## src/rtl/arrowspace_round_ctrl.sv

```systemverilog
// Arrowspace game-round sequencer: start/show/play/clear/miss/over/win phases.
// Owns level, lives and the phase timer; drives seq_reset and show/play enables.
module arrowspace_round_ctrl #(
    parameter int TIMER_W     = 28,
    parameter int SHOW_TICKS  = 50000000,
    parameter int ROUND_TICKS = 2**28-1,
    parameter int START_LIVES = 7,
    parameter int WIN_LEVEL   = 2
) (
    input  logic       clk,
    input  logic       reset,
    input  logic       start,
    input  logic       key_event,
    input  logic       key_correct,
    input  logic       seq_done,
    output logic [2:0] state,
    output logic [1:0] level,
    output logic [2:0] total_life,
    output logic       seq_reset,
    output logic       show_en,
    output logic       play_en,
    output logic       timeout,
    output logic       win,
    output logic       game_over
);

    typedef enum logic [2:0] {
        IDLE  = 3'd0,
        SHOW  = 3'd1,
        PLAY  = 3'd2,
        CLEAR = 3'd3,
        MISS  = 3'd4,
        OVER  = 3'd5,
        WON   = 3'd6
    } state_e;

    localparam logic [TIMER_W-1:0] SHOW_LAST  = TIMER_W'(SHOW_TICKS - 1);
    localparam logic [TIMER_W-1:0] ROUND_LAST = TIMER_W'(ROUND_TICKS - 1);
    localparam logic [2:0]         LIVES0     = 3'(START_LIVES);
    localparam logic [1:0]         WIN_LV     = 2'(WIN_LEVEL);

    state_e             state_q, state_d;
    logic [TIMER_W-1:0] timer_q, timer_d;
    logic [1:0]         level_q, level_d;
    logic [2:0]         life_q, life_d;
    logic               tmo_d, tmo_q;
    logic               seq_reset_q, show_q, play_q, win_q, over_q;

    always_comb begin
        state_d = state_q;
        level_d = level_q;
        life_d  = life_q;
        tmo_d   = 1'b0;
        timer_d = '0;
        case (state_q)
            IDLE: if (start) state_d = SHOW;
            SHOW: if (timer_q == SHOW_LAST) state_d = PLAY;
            PLAY: begin
                // A bad key outranks seq_done, which outranks the timeout.
                if (key_event && !key_correct) begin
                    state_d = MISS;
                end else if (seq_done) begin
                    state_d = CLEAR;
                end else if (timer_q == ROUND_LAST) begin
                    state_d = MISS;
                    tmo_d   = 1'b1;
                end
            end
            CLEAR: begin
                level_d = level_q + 2'd1;
                state_d = (level_d == WIN_LV) ? WON : SHOW;
            end
            MISS: begin
                life_d  = (life_q == 3'd0) ? 3'd0 : life_q - 3'd1;
                state_d = (life_q <= 3'd1) ? OVER : SHOW;
            end
            OVER, WON: if (start) state_d = IDLE;
            default: state_d = IDLE;
        endcase
        if (state_d == IDLE) begin
            level_d = '0;
            life_d  = LIVES0;
        end
        if (state_d == state_q && (state_q == SHOW || state_q == PLAY)) begin
            timer_d = timer_q + 1'b1;
        end
    end

    always_ff @(posedge clk or negedge reset) begin
        if (!reset) begin
            state_q     <= IDLE;
            timer_q     <= '0;
            level_q     <= '0;
            life_q      <= LIVES0;
            tmo_q       <= 1'b0;
            seq_reset_q <= 1'b0;
            show_q      <= 1'b0;
            play_q      <= 1'b0;
            win_q       <= 1'b0;
            over_q      <= 1'b0;
        end else begin
            state_q     <= state_d;
            timer_q     <= timer_d;
            level_q     <= level_d;
            life_q      <= life_d;
            tmo_q       <= tmo_d;
            seq_reset_q <= (state_d == SHOW) && (state_q != SHOW);
            show_q      <= (state_d == SHOW);
            play_q      <= (state_d == PLAY);
            win_q       <= (state_d == WON);
            over_q      <= (state_d == OVER);
        end
    end

    assign state      = state_q;
    assign level      = level_q;
    assign total_life = life_q;
    assign seq_reset  = seq_reset_q;
    assign show_en    = show_q;
    assign play_en    = play_q;
    assign timeout    = tmo_q;
    assign win        = win_q;
    assign game_over  = over_q;

endmodule
```

## config.mk

```make
export PLATFORM = sky130hd
export DESIGN_NAME = arrowspace_round_ctrl
export DESIGN_NICKNAME = d
export VERILOG_FILES = /design/src/rtl/arrowspace_round_ctrl.sv
export SDC_FILE = /design/constraint.sdc
export NUM_CORES = 1
export LEC_CHECK = 0
export BUFFER_PORTS_ARGS = -buffer_cell sky130_fd_sc_hd__buf_2
export CAP_MARGIN = 20
export CELL_PAD_IN_SITES_DETAIL_PLACEMENT = 1
export CELL_PAD_IN_SITES_GLOBAL_PLACEMENT = 2
export CORE_UTILIZATION = 38
export CTS_BUF_LIST = sky130_fd_sc_hd__clkbuf_8 sky130_fd_sc_hd__clkbuf_16
export CTS_CLUSTER_DIAMETER = 80
export DETAILED_ROUTE_END_ITERATION = 10
export PLACE_DENSITY = 0.76
export REMOVE_ABC_BUFFERS = 1
export SKIP_CTS_REPAIR_TIMING = 1
export SKIP_LAST_GASP = 1
export SLEW_MARGIN = 10
export SYNTH_ARGS = -nofsm -noshare
export SYNTH_HDL_FRONTEND = slang
export SYNTH_SLANG_ARGS = --single-unit
export TNS_END_PERCENT = 30
```

## constraint.sdc

```tcl
create_clock -name clk -period 2.2 [get_ports clk]
set_input_delay 0.22 -clock clk [delete_from_list [all_inputs] [get_ports clk]]
set_output_delay 0.22 -clock clk [all_outputs]
set_load 0.02 [all_outputs]
```

==> results of run 1 <==
[worst min-delay path: stages]
cell and delay, ns:
buf_2 0.08, nor2b_1 0.06, nor2_1 0.10
[report_power, final]
part,leakage [nW],internal [W],total (W),switching (W)
registers,0.551,0.000837,0.000909,0.0000724
clock network,0.0524,0.000249,0.000516,0.000267
logic,0.567,0.0000963,0.000203,0.000107
[layout by cell type (no fill, tap or decap), types with 3 or more instances in the layout]
cell type	count
o21ai_0	3
buf_4	9
nor3b_1	3
inv_1	11
clkbuf_8	6
nand3_1	12
nand2b_1	3
nor3_2	9
ha_1	5
nor3_1	30
dfrtp_1	39
dfstp_2	3
a21oi_1	8
buf_2	19
nand4_1	3
nor2_1	17
xnor2_1	20
or2_2	3
xor2_1	7
nand2_1	14
nor4_1	3
[cell type report]
type,count,area (sq um)
tap,75,93.8
clock inverter,2,8.76
fill,675,3250
timing repair buffer,31,213
sequential,42,1050
clock buffer,6,82.6
inverter,10,37.5
multi-input combinational,180,1250
[worst max-delay path by stage]
stage	end	slack, ns
after global routing	timer_q[16]$_DFF_PN0_	-0.03
after detailed placement	timer_q[27]$_DFF_PN0_	0.09
after floorplan	timer_q[10]$_DFF_PN0_	0.06
final	total_life[1]$_DFFE_PN1P_	0.13
after CTS	timer_q[27]$_DFF_PN0_	0.09
after global placement	timer_q[24]$_DFF_PN0_	0.11
[layer usage]
| layer | track usage (%) | routed length [um] | up-vias |
|---|---|---|---|
| met5 | 0 | 0 | - |
| met4 | 5.89 | 77 | 0 |
| met3 | 4.16 | 136 | 8 |
| met2 | 32.8 | 2820 | 21 |
| met1 | 26.6 | 2710 | 932 |
| li1 | - | - | 910 |
[flip-flops by register name, summed over array words and instances (netlist names)]
register	count
timeout	1
timer_q	28
state	3
seq_reset	1
show_en	1
total_life	3
play_en	1
game_over	1
win	1
level	2
[metrics by stage]
step,instances,setup TNS (ns)
4_1_cts,345,0
6_report,346,0
2_1_floorplan,232,0
3_3_place_gp,337,0
3_5_place_dp,337,0
5_1_grt,346,-0.304
[synth_stat cells (4+ instances only)]
library cell / count / area [sq um]
a21oi_1: 8 / 40.0
buf_4: 4 / 30.0
dfrtp_1: 39 / 976
ha_1: 5 / 62.6
inv_1: 10 / 37.5
nand2_1: 14 / 52.6
nand3_1: 12 / 60.1
nor2_1: 17 / 63.8
nor3_1: 30 / 150
nor3_2: 9 / 90.1
xnor2_1: 20 / 175
xor2_1: 7 / 61.3
[kinds of logic after synthesis]
kind of cell	after synthesis
multiplexers	2
adder cells (fa/ha/maj)	5
flip-flops	42
AO/OA/AOI/OAI	26
AND/OR/NAND/NOR	120
XOR/XNOR	27
buffers and inverters	20
==> impl_metrics.csv, run 1 <==
group,metric,value,unit
logic_synthesis,syn_area,2390,sq um
route,finalWirelength,5740,um
min_path,holdPathStages,3,
logic_synthesis,yosys.area_share.adder,2.61,%
sta,setup_viol,0,
logic_synthesis,synth.yosys.seq_area_share,44.1,%
route,antenna_left,0,
global_route,grt_use_total,20.1,%
global_route,grt_max_degree,29,
placement,place.gp.congestion,0.775,
clock_tree,clkSlewWorstSetupHoldPaths,0.08,ns
route,vias,1871,
route,via_per_inst,5.41,
pwr,p_total,0.00163,W
sta,finalHoldViolCount,0,
layout,layout.nets,281,
worst_setup_path,critical_path_buf_inv_count,0,
worst_setup_path,max_stage_delay,0.58,ns
outcome,status,"complete, no violations",
layout,final_area,2740,sq um
logic_synthesis,avgSynthCellArea,9.89,sq um
logic_synthesis,synth.distinct_cells,54,
run,drv_cap,0,
logic_synthesis,synth-seq-cells,42,
clock_tree,clockRootBuffer,"clkbuf_8",
logic_synthesis,synth_edf_count,0,
global_route,grt_pass1_wl,9880,um
global_route,gr-total-overflow,0,
die,floorplan.initialDensity,40.0,%
die,rows,28,
worst_setup_path,worst_r2r_path_depth,5,
sta,finalCriticalPeriod,2.07,ns
pwr,leakage,1.17,nW
clock_tree,insertion_delay,0.30,ns
die,die_w,81.4,um
sta,slew_headroom,69.8,%
route,wl_per_cell,16.6,um
die,io_pins,20,
worst_setup_path,path_cells,"nand4_2 > or4_1 > or3_4 > o2111ai_1 > o211ai_1",
worst_setup_path,cp_num_cells,5,
worst_setup_path,worst-endpoint-required,2.41,ns
die,coreArea,5990,sq um
die,die_h,81.4,um
layout,finish.utilization,45.7,%
die,die_area,6620,sq um
logic_synthesis,synth_mux_area_share,0.889,%
placement,hpwlAfterDp,4140,um
sta,finClkSkew,0.00981,ns
worst_setup_path,critPathSlowestCell,"or4_1",
logic_synthesis,synth_top_family_by_area,"simple AND/OR/NAND/NOR gates",
sta,tightest_slew,0.450,ns
pwr,powerDensity,594,nW/um^2
sta,period_share,93.9,%
route,drt_iter0_drc,64,
sta,fin_ws,0.134,ns
worst_setup_path,critical_path_class,"reg2reg",
sta,rsz0062_at_grt,"true",
clock_tree,clockBufferDepth,2,
clock_tree,cts_tree,"done",
placement,postPlaceCellArea,2630,sq um
clock_tree,cts_sinks,42,
logic_synthesis,ys_dominant_reg_cell,"dfrtp_1",
route,drc_errors,0,
worst_setup_path,critical-path-top-delay-family,"simple AND/OR/NAND/NOR gates",
logic_synthesis,syn_inst,242,
worst_setup_path,worstReg2RegStart,"timer_q[8]$_DFF_PN0_",
logic_synthesis,yosysWarnings,0,
layout,area_delta_synth_final,14.4,%
logic_synthesis,synthXorXnorAreaFrac,9.88,%
global_route,grt_pass1_vias,1960,
worst_setup_path,crit_arrival,2.28,ns
logic_synthesis,synth_compound_area_share,8.26,%
min_path,min-delay-start,"key_correct",
sta,drv_slew,0,
worst_setup_path,cp_max_fo,6,
worst_setup_path,crit_start,"timer_q[8]$_DFF_PN0_",
sta,max_freq,484,MHz
layout,drive_gt1_share,24.4,%
global_route,antenna_found_initial,0,
logic_synthesis,synthSimpleGateAreaFrac,30.4,%
min_path,hold_end,"timeout$_DFF_PN0_",
worst_setup_path,end_kind,"flip-flop",
min_path,hold_class,"in2reg",
placement,port-buffer-count,19,
worst_setup_path,reg2reg_to,"total_life[1]$_DFFE_PN1P_",
pwr,peakVddDrop,0.000367,V
placement,pre_cts_slack,0.0887,ns
worst_setup_path,start_kind,"flip-flop",
logic_synthesis,synth_async_sr_flop_share,100,%
sta,whs,0.199,ns
clock_tree,htreeDepth,2,
clock_tree,cts_buffers,5,
route,firstDrtPassIters,4,
worst_setup_path,rrSetupSlack,0.13,ns
layout,num_antenna_cells,0,
Note: power is estimated with default switching activity, not from simulation.
==> inputs of run 2 (changes only) <==
--- a/config.mk
+++ b/config.mk
@@ -5,16 +5,19 @@
 export SDC_FILE = /design/constraint.sdc
 export NUM_CORES = 1
 export LEC_CHECK = 0
+export ABC_AREA = 1
+export ABC_CLOCK_PERIOD_IN_PS = 2200
 export BUFFER_PORTS_ARGS = -buffer_cell sky130_fd_sc_hd__buf_2
 export CAP_MARGIN = 20
 export CELL_PAD_IN_SITES_DETAIL_PLACEMENT = 1
 export CELL_PAD_IN_SITES_GLOBAL_PLACEMENT = 2
-export CORE_UTILIZATION = 38
+export CORE_UTILIZATION = 35
 export CTS_BUF_LIST = sky130_fd_sc_hd__clkbuf_8 sky130_fd_sc_hd__clkbuf_16
 export CTS_CLUSTER_DIAMETER = 80
 export DETAILED_ROUTE_END_ITERATION = 10
 export PLACE_DENSITY = 0.76
 export REMOVE_ABC_BUFFERS = 1
+export SETUP_SLACK_MARGIN = 0.1
 export SKIP_CTS_REPAIR_TIMING = 1
 export SKIP_LAST_GASP = 1
 export SLEW_MARGIN = 10
==> impl_metrics.csv, run 2 <==
group,metric,value,unit
outcome,status,"complete, but fails checks",
outcome,failed_checks,"DRC, hold timing",
die,io_pins,20,
placement,port-buffer-count,19,
sta,max_freq,519,MHz
clock_tree,cts_tree,"done",
layout,layout.nets,349,
global_route,grt_pass1_wl,10300,um
pwr,clkPwrFrac,36.7,%
worst_setup_path,crit_arrival,2.15,ns
worst_setup_path,max_stage_delay,0.43,ns
worst_setup_path,cp_num_cells,11,
die,die_area,7110,sq um
sta,whs,-0.0229,ns
logic_synthesis,yosysTopAreaCell,"dfrtp_1",
logic_synthesis,synthTopCellsByCount,"nand2_1, nor2_1, dfrtp_1",
logic_synthesis,syn_inst,305,
worst_setup_path,end_kind,"flip-flop",
pwr,seqPwrFrac,47.8,%
die,floorplan.initialDensity,36.7,%
pwr,powerDensity,624,nW/um^2
worst_setup_path,worst-endpoint-required,2.42,ns
clock_tree,clkSlewWorstSetupHoldPaths,0.10,ns
layout,fillers,820,
sta,tns,0,ns
logic_synthesis,avgSynthCellArea,7.78,sq um
pwr,power_frac_comb,15.5,%
sta,drv_slew,0,
layout,area_delta_synth_final,18.5,%
logic_synthesis,synth.distinct_cells,27,
sta,tightest_slew,0.554,ns
pwr,leakage,1.23,nW
worst_setup_path,cp_max_fo,7,
logic_synthesis,synth_edf_count,0,
route,finalWirelength,6540,um
worst_setup_path,critPathSlowestCell,"dfrtp_1",
sta,setup_viol,0,
sta,period_share,87.6,%
placement,place.gp.congestion,0.778,
worst_setup_path,worst_r2r_path_depth,11,
sta,slew_headroom,63.1,%
global_route,grt_max_degree,43,
route,drt_iter0_drc,60,
layout,regMostFlops,"timer_q",
route,drc_errors,2,
global_route,grt_pass1_vias,2073,
worst_setup_path,start_kind,"flip-flop",
run,drv_cap,0,
clock_tree,clockRootBuffer,"clkbuf_8",
layout,largest_reg_flops,28,
global_route,antenna_found_initial,0,
min_path,hold_class,"in2async",
sta,finClkSkew,0.0222,ns
logic_synthesis,synth.yosys.seq_area_share,44.4,%
die,rows,29,
route,wl_per_cell,15.7,um
clock_tree,insertion_delay,0.31,ns
clock_tree,cts_buffers,5,
worst_setup_path,critical_path_class,"reg2reg",
logic_synthesis,synth.top_cell.area_share,41.1,%
sta,finalCriticalPeriod,1.93,ns
route,via_per_inst,4.88,
die,coreArea,6460,sq um
layout,drive_gt1_share,18.0,%
pwr,switchingPower,0.000490,W
layout,finish.utilization,43.5,%
logic_synthesis,synthTopCellsByArea,"dfrtp_1, nand2_1, nor2_1",
logic_synthesis,ys_dominant_reg_cell,"dfrtp_1",
clock_tree,clockBufferDepth,2,
clock_tree,cts_sinks,42,
route,vias,2028,
logic_synthesis,synth-seq-cells,42,
global_route,grt_use_total,18.6,%
route,antenna_left,0,
logic_synthesis,yosysWarnings,0,
clock_tree,htreeDepth,2,
sta,finalHoldViolCount,12,
layout,num_antenna_cells,0,
pwr,netSwitchingFraction,27.9,%
logic_synthesis,syn_area,2370,sq um
global_route,gr-total-overflow,0,
worst_setup_path,critical-path-top-delay-family,"simple AND/OR/NAND/NOR gates",
layout,layout_common_cells,"nor2_1, nand2_1, dfrtp_1, inv_1, buf_2",
worst_setup_path,critical_path_buf_inv_count,1,
route,firstDrtPassIters,7,
worst_setup_path,path_cells,"ha_4 > inv_1 > nor2_2 > nand2_2 > nor2_4 > nand4_1 > nand3_2 > nand2_1 > nand2_4 > nand2_8 > nor2_1",
die,die_w,84.4,um
pwr,internal_power,0.00126,W
pwr,peakVddDrop,0.000220,V
logic_synthesis,synth_async_sr_flop_share,100,%
placement,hpwlAfterDp,4600,um
sta,rsz0062_at_grt,"false",
die,die_h,84.4,um
[run 2: through the flow]
step / area, sq um / std cells / setup slack (ns) / power, W
floorplan: 2340 / 302 / 0.529 / 0.000960
CTS: 2670 / 410 / 0.0794 / 0.00168
detailed placement: 2560 / 402 / 0.112 / 0.00104
global placement: 2560 / 402 / 0.139 / 0.00103
finish: 2810 / 416 / 0.273 / 0.00175
global route: 2810 / 416 / 0.0986 / 0.00183
[run 2: path summary, 6_finish.rpt]
check / endpoint / slack [ns] / start
worst max-delay path: timer_q[11]$_DFF_PN0_ / 0.27 / timer_q[0]$_DFF_PN0_
worst min-delay path: timer_q[3]$_DFF_PN0_ / -0.02 / reset
worst max register to register: timer_q[11]$_DFF_PN0_ / 0.27 / timer_q[0]$_DFF_PN0_
worst min register to register: total_life[0]$_DFFE_PN1P_ / 0.51 / total_life[0]$_DFFE_PN1P_
max in group asynchronous: state[0]$_DFF_PN0_ / 1.80 / reset
min in group clk: win$_DFF_PN0_ / 0.25 / start
[run 2: per-layer routing]
layer  part of all wire [%]  vias up  global-route usage (%)
li1                       -     1018                       -
met1                     52      987                    27.0
met2                     44       17                    28.9
met3                    2.0        6                    2.95
met4                    1.1        0                    5.08
met5                      0        -                       0
[run 2: kinds of logic (layout without fill, tap and decap cells)]
kind of cell / Yosys count / count (layout) / synth area share, %
xor gates and xnor gates: 25 / 25 / 9.23
buffers and inverters: 35 / 66 / 6.64
adders and majority gates: 5 / 5 / 2.64
and+or+nand+nor: 186 / 189 / 34.1
AOI/OAI and AO/OA: 12 / 12 / 2.95
DFF: 42 / 42 / 44.4
[run 2: layout make-up]
class                   count  area (sq um)  share of cell area, %
well taps                  77          96.3                   3.43
inverters                  32           120                   4.27
clock buffers               6          82.6                   2.94
multi-input cells         231          1260                   44.9
repair buffers             26           160                   5.70
flip-flops and latches     42          1060                   37.6
clock inverters             2          33.8                   1.20
[run 2: power groups by stage]
stage | clock network (W) | registers, W | logic (W)
after floorplan | 0 | 0.000850 | 0.000110
after global placement | 0 | 0.000851 | 0.000184
after detailed placement | 0 | 0.000851 | 0.000187
after CTS | 0.000658 | 0.000836 | 0.000188
after global routing | 0.000688 | 0.000843 | 0.000303
final | 0.000643 | 0.000839 | 0.000272
==> inputs of run 3 (changes only) <==
--- a/config.mk
+++ b/config.mk
@@ -8,7 +8,7 @@
 export ABC_AREA = 1
 export ABC_CLOCK_PERIOD_IN_PS = 2200
 export BUFFER_PORTS_ARGS = -buffer_cell sky130_fd_sc_hd__buf_2
-export CAP_MARGIN = 20
+export CAP_MARGIN = 25
 export CELL_PAD_IN_SITES_DETAIL_PLACEMENT = 1
 export CELL_PAD_IN_SITES_GLOBAL_PLACEMENT = 2
 export CORE_UTILIZATION = 35
@@ -16,11 +16,11 @@
 export CTS_CLUSTER_DIAMETER = 80
 export DETAILED_ROUTE_END_ITERATION = 10
 export PLACE_DENSITY = 0.76
+export RECOVER_POWER = 100
 export REMOVE_ABC_BUFFERS = 1
 export SETUP_SLACK_MARGIN = 0.1
 export SKIP_CTS_REPAIR_TIMING = 1
 export SKIP_LAST_GASP = 1
-export SLEW_MARGIN = 10
 export SYNTH_ARGS = -nofsm -noshare
 export SYNTH_HDL_FRONTEND = slang
 export SYNTH_SLANG_ARGS = --single-unit
==> impl_metrics.csv, run 3 (synthesis results as in run 2) <==
group,metric,value,unit
global_route,met3_usage,2.95,%
worst_setup_path,cp_max_fo,7,
layout,area_delta_synth_final,17.3,%
die,die_h,84.4,um
clock_tree,insertion_delay,0.31,ns
layout,final_area,2780,sq um
global_route,gr-total-overflow,0,
worst_setup_path,critical_path_class,"reg2reg",
placement,port-buffer-count,19,
die,die_area,7110,sq um
global_route,grt_max_degree,43,
pwr,powerDensity,629,nW/um^2
global_route,grt_use_total,18.6,%
sta,finClkSkew,0.0223,ns
global_route,met2_usage,28.9,%
route,antenna_left,0,
run,drv_cap,0,
sta,finalHoldViolCount,0,
global_route,use_met1,27.0,%
sta,finalCriticalPeriod,1.97,ns
route,via_per_inst,4.88,
outcome,status,"complete, but fails checks",
clock_tree,htreeDepth,2,
layout,regMostFlops,"timer_q",
sta,max_freq,508,MHz
die,floorplan.initialDensity,36.7,%
placement,hpwlAfterDp,4600,um
worst_setup_path,worst-endpoint-required,2.42,ns
clock_tree,cts_tree,"done",
route,finalWirelength,6540,um
global_route,top_usage_layer,"met2",
die,coreArea,6460,sq um
clock_tree,cts_sinks,42,
placement,postPlaceCellArea,2560,sq um
sta,tns,0,ns
sta,period_share,89.5,%
layout,num_antenna_cells,0,
worst_setup_path,crit_arrival,2.19,ns
layout,layout.nets,349,
sta,setup_viol,0,
min_path,hold_class,"in2async",
layout,layout_common_cells,"nor2_1, nand2_1, dfrtp_1, inv_1, xor2_1",
die,die_w,84.4,um
route,wl_per_cell,15.7,um
clock_tree,cts_buffers,5,
die,rows,29,
clock_tree,clockBufferDepth,2,
layout,drive_gt1_share,13.6,%
clock_tree,clockRootBuffer,"clkbuf_8",
pwr,peakVddDrop,0.000219,V
sta,drv_slew,0,
placement,place.gp.congestion,0.778,
outcome,failed_checks,"DRC",
clock_tree,clkSlewWorstSetupHoldPaths,0.10,ns
worst_setup_path,start_kind,"flip-flop",
global_route,antenna_found_initial,0,
sta,slew_headroom,27.4,%
worst_setup_path,end_kind,"flip-flop",
route,drt_iter0_drc,59,
die,io_pins,20,
sta,tightest_slew,1.09,ns
route,vias,2029,
route,drc_errors,2,
global_route,grt_pass1_vias,2073,
route,firstDrtPassIters,7,
layout,largest_reg_flops,28,
layout,finish.utilization,43.1,%
pwr,leakage,1.17,nW
sta,rsz0062_at_grt,"false",
global_route,grt_pass1_wl,10300,um
[run 3: where the power goes]
group	switching [W]	total (W)	internal, W
Combinational	0.000175	0.000270	0.0000948
Clock	0.000276	0.000642	0.000366
Sequential	0.0000377	0.000840	0.000802
[run 3: path summary, 6_finish.rpt]
check                                           from                         to  slack, ns  cells after the start
min                                            reset       timer_q[3]$_DFF_PN0_       0.18                      2
max                             timer_q[0]$_DFF_PN0_      timer_q[11]$_DFF_PN0_       0.23                     11
min reg2reg                total_life[0]$_DFFE_PN1P_  total_life[0]$_DFFE_PN1P_       0.51                      2
min in group clk                               start              win$_DFF_PN0_       0.25                      4
max in group asynchronous                      reset         state[0]$_DFF_PN0_       1.26                      2
max reg2reg                     timer_q[0]$_DFF_PN0_      timer_q[11]$_DFF_PN0_       0.23                     11
[run 3: critical path, stage by stage (launching register included)]
cell     delay, ns
dfrtp_1       0.43
ha_4          0.17
inv_1         0.08
nor2_2        0.14
nand2_2       0.09
nor2_4        0.14
nand4_1       0.13
nand3_1       0.15
nand2_1       0.11
nand2_4       0.22
nand2_8       0.11
nor2_1        0.11
[run 3: per-stage QoR]
step	cells	setup slack, ns	power, W	hold slack [ns]
2_1_floorplan	302	0.529	0.000960	-0.0756
5_1_grt	416	0.0820	0.00183	0.293
6_report	416	0.231	0.00175	0.181
4_1_cts	410	0.0794	0.00168	0.00498
3_3_place_gp	402	0.139	0.00103	0.331
3_5_place_dp	402	0.112	0.00104	0.338
[run 3: area by class of cell]
| class | count | area, sq um |
|---|---|---|
| fill | 826 | 3670 |
| clock inverter | 2 | 33.8 |
| inverter | 32 | 120 |
| sequential | 42 | 1060 |
| clock buffer | 6 | 82.6 |
| tap | 77 | 96.3 |
| multi-input combinational | 231 | 1260 |
| timing repair buffer | 26 | 138 |
[run 3: routing by layer]
layer	share of wire (%)	routed length, um	vias to the layer above
li1	-	-	1018
met1	52	3430	988
met2	44	2900	17
met3	2.1	136	6
met4	1.1	69	0
met5	0	0	-
